**src/rtl/sync_fifo_flex.sv**
```systemverilog
// Synchronous FIFO on a wrap-bit pointer pair, any DEPTH >= 2.
// Occupancy count, almost flags, flush and optional empty bypass.
module sync_fifo_flex #(
  parameter int WIDTH     = 32,
  parameter int DEPTH     = 16,
  parameter int AF_THRESH = DEPTH - 1,
  parameter int AE_THRESH = 1,
  parameter int PASSTHRU  = 0,
  localparam int IDX_W    = $clog2(DEPTH),
  localparam int CNT_W    = $clog2(DEPTH + 1)
) (
  input  logic             clk,
  input  logic             rst,
  input  logic             flush,
  input  logic             recv_val,
  output logic             recv_rdy,
  input  logic [WIDTH-1:0] recv_msg,
  output logic             send_val,
  input  logic             send_rdy,
  output logic [WIDTH-1:0] send_msg,
  output logic [CNT_W-1:0] count,
  output logic             almost_full,
  output logic             almost_empty
);

  localparam logic [IDX_W-1:0] LAST = IDX_W'(DEPTH - 1);
  localparam logic [CNT_W-1:0] DEP_C = CNT_W'(DEPTH);
  localparam logic [CNT_W-1:0] AF_C = CNT_W'(AF_THRESH);
  localparam logic [CNT_W-1:0] AE_C = CNT_W'(AE_THRESH);

  logic [WIDTH-1:0] mem [DEPTH];
  logic [IDX_W-1:0] w_idx;
  logic [IDX_W-1:0] r_idx;
  logic             w_wrap;
  logic             r_wrap;

  logic             same;
  logic             empty;
  logic             full;
  logic             live;
  logic             bypass;
  logic             enq;
  logic             deq;
  logic             wr;
  logic             rd;
  logic [CNT_W-1:0] occ;

  assign same   = (w_idx == r_idx);
  assign empty  = same & (w_wrap == r_wrap);
  assign full   = same & (w_wrap != r_wrap);
  assign live   = ~flush & ~rst;
  assign bypass = (PASSTHRU != 0) & empty & live;

  assign recv_rdy = ~full & live;
  assign send_val = bypass ? recv_val : (~empty & live);
  assign send_msg = bypass ? recv_msg : mem[r_idx];

  assign enq = recv_val & recv_rdy;
  assign deq = send_val & send_rdy;
  // a word consumed straight through the bypass never touches storage
  assign wr  = enq & ~(bypass & send_rdy);
  assign rd  = deq & ~bypass;

  assign occ = (w_wrap == r_wrap)
             ? CNT_W'(w_idx) - CNT_W'(r_idx)
             : DEP_C + CNT_W'(w_idx) - CNT_W'(r_idx);

  assign count        = rst ? '0 : occ;
  assign almost_full  = (count >= AF_C);
  assign almost_empty = (count <= AE_C);

  always_ff @(posedge clk) begin
    if (wr) begin
      mem[w_idx] <= recv_msg;
    end
  end

  always_ff @(posedge clk) begin
    if (rst | flush) begin
      w_idx  <= '0;
      r_idx  <= '0;
      w_wrap <= 1'b0;
      r_wrap <= 1'b0;
    end else begin
      if (wr) begin
        if (w_idx == LAST) begin
          w_idx  <= '0;
          w_wrap <= ~w_wrap;
        end else begin
          w_idx <= w_idx + IDX_W'(1);
        end
      end
      if (rd) begin
        if (r_idx == LAST) begin
          r_idx  <= '0;
          r_wrap <= ~r_wrap;
        end else begin
          r_idx <= r_idx + IDX_W'(1);
        end
      end
    end
  end

endmodule

```
**config.mk**
```make
export PLATFORM = sky130hd
export DESIGN_NAME = sync_fifo_flex
export DESIGN_NICKNAME = d
export VERILOG_FILES = /design/src/rtl/sync_fifo_flex.sv
export SDC_FILE = /design/constraint.sdc
export NUM_CORES = 1
export LEC_CHECK = 0
export ABC_AREA = 1
export ABC_CLOCK_PERIOD_IN_PS = 3590
export CORE_MARGIN = 1.5
export CORE_UTILIZATION = 30
export CTS_CLUSTER_SIZE = 28
export DETAILED_ROUTE_END_ITERATION = 12
export GPL_TIMING_DRIVEN = 0
export MAX_ROUTING_LAYER = met4
export PLACE_DENSITY = 0.51
export SYNTH_ARGS = -nofsm -noshare
export SYNTH_HDL_FRONTEND = slang
export SYNTH_SLANG_ARGS = --single-unit
export TNS_END_PERCENT = 100
```
**constraint.sdc**
```tcl
create_clock -name clk -period 3.59 [get_ports clk]
set_input_delay 0.718 -clock clk [delete_from_list [all_inputs] [get_ports clk]]
set_output_delay 0.718 -clock clk [all_outputs]
set_load 0.005 [all_outputs]
```
**Word-level counts from Yosys, hierarchy flattened**

Memory sizes are Yosys's and may differ from the RTL's. A register that Yosys moved wholly into a read port is not among the register bits.
Index checks and enable logic that the tools add are counted.
Widths: inputs -> output; s select.

- Register bits: 10
- Memory bits (writable): 512
- Bits of input ports: 37
- Memories: 1

Memories:

| memory | depth | bits a word | rd ports | clocked after Yosys merged registers in | write ports | RTL line | source |
|---|---|---|---|---|---|---|---|
| mem | 16 | 32 | 1 | 1 | 1 | 31 | `logic [WIDTH-1:0] mem [DEPTH];` |

- $add $sub $neg: 5
- $lt $le $gt $ge: 2
- Eq/ne operators: 5
- Muxes and demuxes: 8
- Bitwise gates (word level): 14
- Reduce and logical (&&, ||, !) cells: 2

Operators with widths:

| cell | count |
|---|---|
| $mux 4 | 4 |
| $mux 5 | 2 |
| $add 4x1->4 const B | 2 |
| $eq 4x4->1 const B | 2 |
| $and 1x1->1 | 7 |
| $not 1->1 | 6 |
| $add 5x4->5 const A | 1 |
| $ge 5x4->1 const B | 1 |
| $le 5x1->1 const B | 1 |
| $sub 4x4->5 | 1 |
| $sub 5x4->5 | 1 |
| $eq 4x4->1 | 1 |
| $reduce_and 2->1 | 2 |
| $mux 1 | 2 |
| $eq 1x1->1 | 1 |
| $ne 1x1->1 | 1 |
| $or 1x1->1 | 1 |

**Longest topological paths before layout**

- Word-level depth: 7
- Mapped depth: 12
- Depth with buffers taken out: 12

**Worst setup path after synthesis**

Ideal clock, no wire load.

- Kind: reg-to-reg
- From: reg w_idx[0]
- To: mem mem[11][0] (enable)
- Arrival time: 2.803 ns
- Data required time: 3.169 ns
- Setup slack: 0.366 ns
- Cell stages (with the launch flop): 10
- Buffers on the path: 0
- Period minus slack after synthesis: 3.224 ns
- Path through: dfxtp_1 -> inv_1 -> ha_1 -> nand2_1 -> nor2_1 -> nand2_1 -> nand3_2 -> inv_1 -> nand2_1 -> nor2_1

- Cells in the longest elaborated chain, start to end: 7

Ends and longest elaborated chain:

| what | RTL line | source |
|---|---|---|
| start: declaration | 32 | `logic [IDX_W-1:0] w_idx;` |
| start signal: assignment | 90 | `w_idx <= w_idx + IDX_W'(1);` |
| $eq 4x4->1 | 48 | `assign same = (w_idx == r_idx);` |
| $and 1x1->1 | 50 | `assign full = same & (w_wrap != r_wrap);` |
| $not 1->1 | 54 | `assign recv_rdy = ~full & live;` |
| $and 1x1->1 | 54 |  |
| $and 1x1->1 | 58 | `assign enq = recv_val & recv_rdy;` |
| $mux 1 | 73 | `if (wr) begin` |
| $mux 1 (implied by the code) | 74 | `mem[w_idx] <= recv_msg;` |
| end: declaration | 31 |  |

Parallel ways exist; a longest one is shown, timed or not.

==> qor.csv <==
stage;metric;value;unit
drt;Vias;14628;
placed_design;setup slack at placement;-5.793;ps
cts;CTS sink count;526;
layout;Finished Cell Area;26270;um2
layout;commonest non-fill, non-tap cell in the layout;edfxtp_1;
drt;drt total wl;69.04;mm
placed_design;IO buf count;77;
global_routing;vias in the first global route;14122;
placed_design;DP Area;24420;um2
floorplanning;initial core utilization;0.3023;
power_and_ir_drop;Cell Int Power;10.01;mW
cts;clock buffer depth;3;
sta;setup_tns;0;ps
cts;post-CTS setup buffers;0;
cts;CTS Buf Count;56;
run_status;outcome;finished, final reports clean;
global_routing;largest net degree at the start of global routing;22;
cts;CTS HTree Levels;2;
floorplanning;FP Rows;99;
logic_synthesis;Seq/Total Area, Yosys;0.7122;
global_routing;initial antenna violation count;0;
placed_design;cell count after placement;2831;
sta;Hold Vio Cnt, Final;0;
floorplanning;Die Ht;273.7;um
critical_path;Max FO, Critical Path;10;
layout;Finished Layout Cells;2931;
drt;DR pass1 iterations;5;
run;max-cap violation count;0;
layout;Antenna diodes;0;
floorplanning;I/O Pins;78;
logic_synthesis;#FFs+latches synth;526;
logic_synthesis;Mapped Area;21980;um2
logic_synthesis;Synth warnings;0;
power_and_ir_drop;power share of the combinational group;0.017;
critical_path;CP endpoint kind;output port;
sta;Setup Viol. Count Final;0;
logic_synthesis;Syn Area/Cell;12.36;um2
power_and_ir_drop;power share of the clock group;0.444;
floorplanning;Die Width;273.7;um
power_and_ir_drop;Reg power frac;0.539;
power_and_ir_drop;Cell Pwr Density;476.7;nW/um2
cts;CTS Hold Buffers Added;0;
hold_path;worst hold path class;register to register;
global_routing;GRT Overall Usage;0.1897;
layout;Nets;1976;
critical_path;Setup crit start kind;register;
cts;CTS root buffer;clkbuf_16;
layout;commonest non-fill, non-tap cells in the layout;512 x edfxtp_1, 284 x inv_1, 245 x nand2_1;
critical_path;Worst R2R Setup Slack;460;ps
placed_design;dpl hpwl;44.72;mm
drt;1st-iter DRT viols;1380;
logic_synthesis;Gate Count Post-Synth;1778;
drt;DRC Markers;0;
sta;Worst slew margin;0.4575;
power_and_ir_drop;Max VDD drop;0.3775;mV
power_and_ir_drop;Sw Share;0.2004;
critical_path;Register-to-Register Path Depth;10;
drt;antenna-violating nets left;0;
cts;clock-pin slew on the worst setup and hold paths;60;ps
floorplanning;core area;72710;um2
layout;Area growth syn-to-layout;19.51;%
power_and_ir_drop;switching pwr;2.509;mW
drt;drt via density;4.991;
power_and_ir_drop;leakage power;9.164;nW
placed_design;Routability Congestion;0.8051;
logic_synthesis;Synthesized Nets;1825;
sta;Slew Viols, Final;0;
sta;Tcrit/Tclk final;0.9896;
critical_path;Worst EP required;2870;ps
floorplanning;die area;74910;um2
sta;skew final;24.22;ps
global_routing;first-pass GRT wire length;98.85;mm
sta;min cycle time layout;3553;ps
sta;f_max;0.2815;GHz
cts;CTS tree;done;
logic_synthesis;Synth cell types;26;
sta;Worst-Margin Slew;811.8;ps
critical_path;arrival time at the worst endpoint;2830;ps
drt;wire per inst;23.56;um
cts;clock latency on the worst-skew pair;620;ps
hold_path;WHS Path Cells;2;
sta;final worst slack;37.24;ps
layout;share of cells above drive strength 1;0.1141;
critical_path;kind of critical path;register to output port;
global_routing;grt total ovfl;0;
power groups by stage:
stage / Combinational (mW) / Sequential, mW / Clock [mW]
3_3_place_gp: 0.206 / 6.88 / 0
4_1_cts: 0.217 / 6.75 / 5.64
5_1_grt: 0.235 / 6.75 / 5.87
3_5_place_dp: 0.216 / 6.88 / 0
2_1_floorplan: 0.0437 / 6.88 / 0
6_report: 0.215 / 6.75 / 5.56
flip-flops by register name (all words and copies together) (netlist names), named ones only:
register	flops
w_idx	4
w_wrap	1
r_wrap	1
mem	512
r_idx	4
synthesized netlist by cell type, drive strengths merged:
cell type	number	share of area
nand3b	2	0.00068
inv	287	0.049
nand4	8	0.0023
o21ai	90	0.020
o211ai	168	0.057
buf	77	0.029
nor2	26	0.0044
clkbuf	30	0.0052
xor2	2	0.00080
a31oi	2	0.00057
nand2	252	0.043
dfxtp	14	0.013
ha	9	0.0051
fa	1	0.00091
a21oi	95	0.022
nand3	203	0.046
edfxtp	512	0.70
final timing paths:
check                               end                   from
setup / recovery           send_msg[30]               register
hold / removal    r_idx[3]$_SDFFE_PP0P_  r_idx[3]$_SDFFE_PP0P_
setup reg to reg  mem[11][13]$_DFFE_PP_  r_idx[2]$_SDFFE_PP0P_
hold reg to reg   r_idx[3]$_SDFFE_PP0P_  r_idx[3]$_SDFFE_PP0P_
area by class of cell:
class                           instances  area [um2]
Sequential cell                       526       15660
Clock buffer                           76        1538
Buffer                                106       855.8
Clock inverter                         25       198.9
Multi-Input combinational cell        858        4614
Tap cell                              959        1200
Fill cell                            6942       46440
Timing Repair Buffer                   94        1126
Inverter                              287        1077
cells by family after synthesis:
| group | count (synthesis) | share of synthesized area |
|---|---|---|
| buffers and inverters | 394 | 0.08373 |
| adder cells (fa/ha/maj) | 10 | 0.006033 |
| AO/OA/AOI/OAI | 355 | 0.1001 |
| AND/OR/NAND/NOR | 491 | 0.09722 |
| XOR/XNOR | 2 | 0.0007970 |
| flip-flops | 526 | 0.7122 |
through the flow:
stage	total power [mW]	hold WS, ps	utilization
after floorplan	6.924	472.5	-
after detailed placement	7.097	501.8	0.3359
after CTS	12.61	519.1	0.3605
final	12.52	521.0	0.3613
after global placement	7.087	503.8	0.3294
after global routing	12.85	570.2	0.3613
worst max-delay path, stage by stage (launching register included):
cell,delay (ps)
dfxtp_1,340
inv_2,280
buf_1,650
nand3_1,220
nand3_1,120
nand2_1,110
clkdlybuf4s50_1,490
what timing repair did:
action                     in CTS  in global routing
gates cloned                    0                  0
setup endpoints to repair      34                 26
gates resized for setup        30                 35
metal layers:
layer,vias up,track usage,share of wire
li1,6593,-,-
met1,7314,0.2567,0.44
met2,599,0.2991,0.47
met3,122,0.02263,0.065
met4,0,0.05568,0.025
met5,-,-,0
Power figures use the tool's default switching activity.
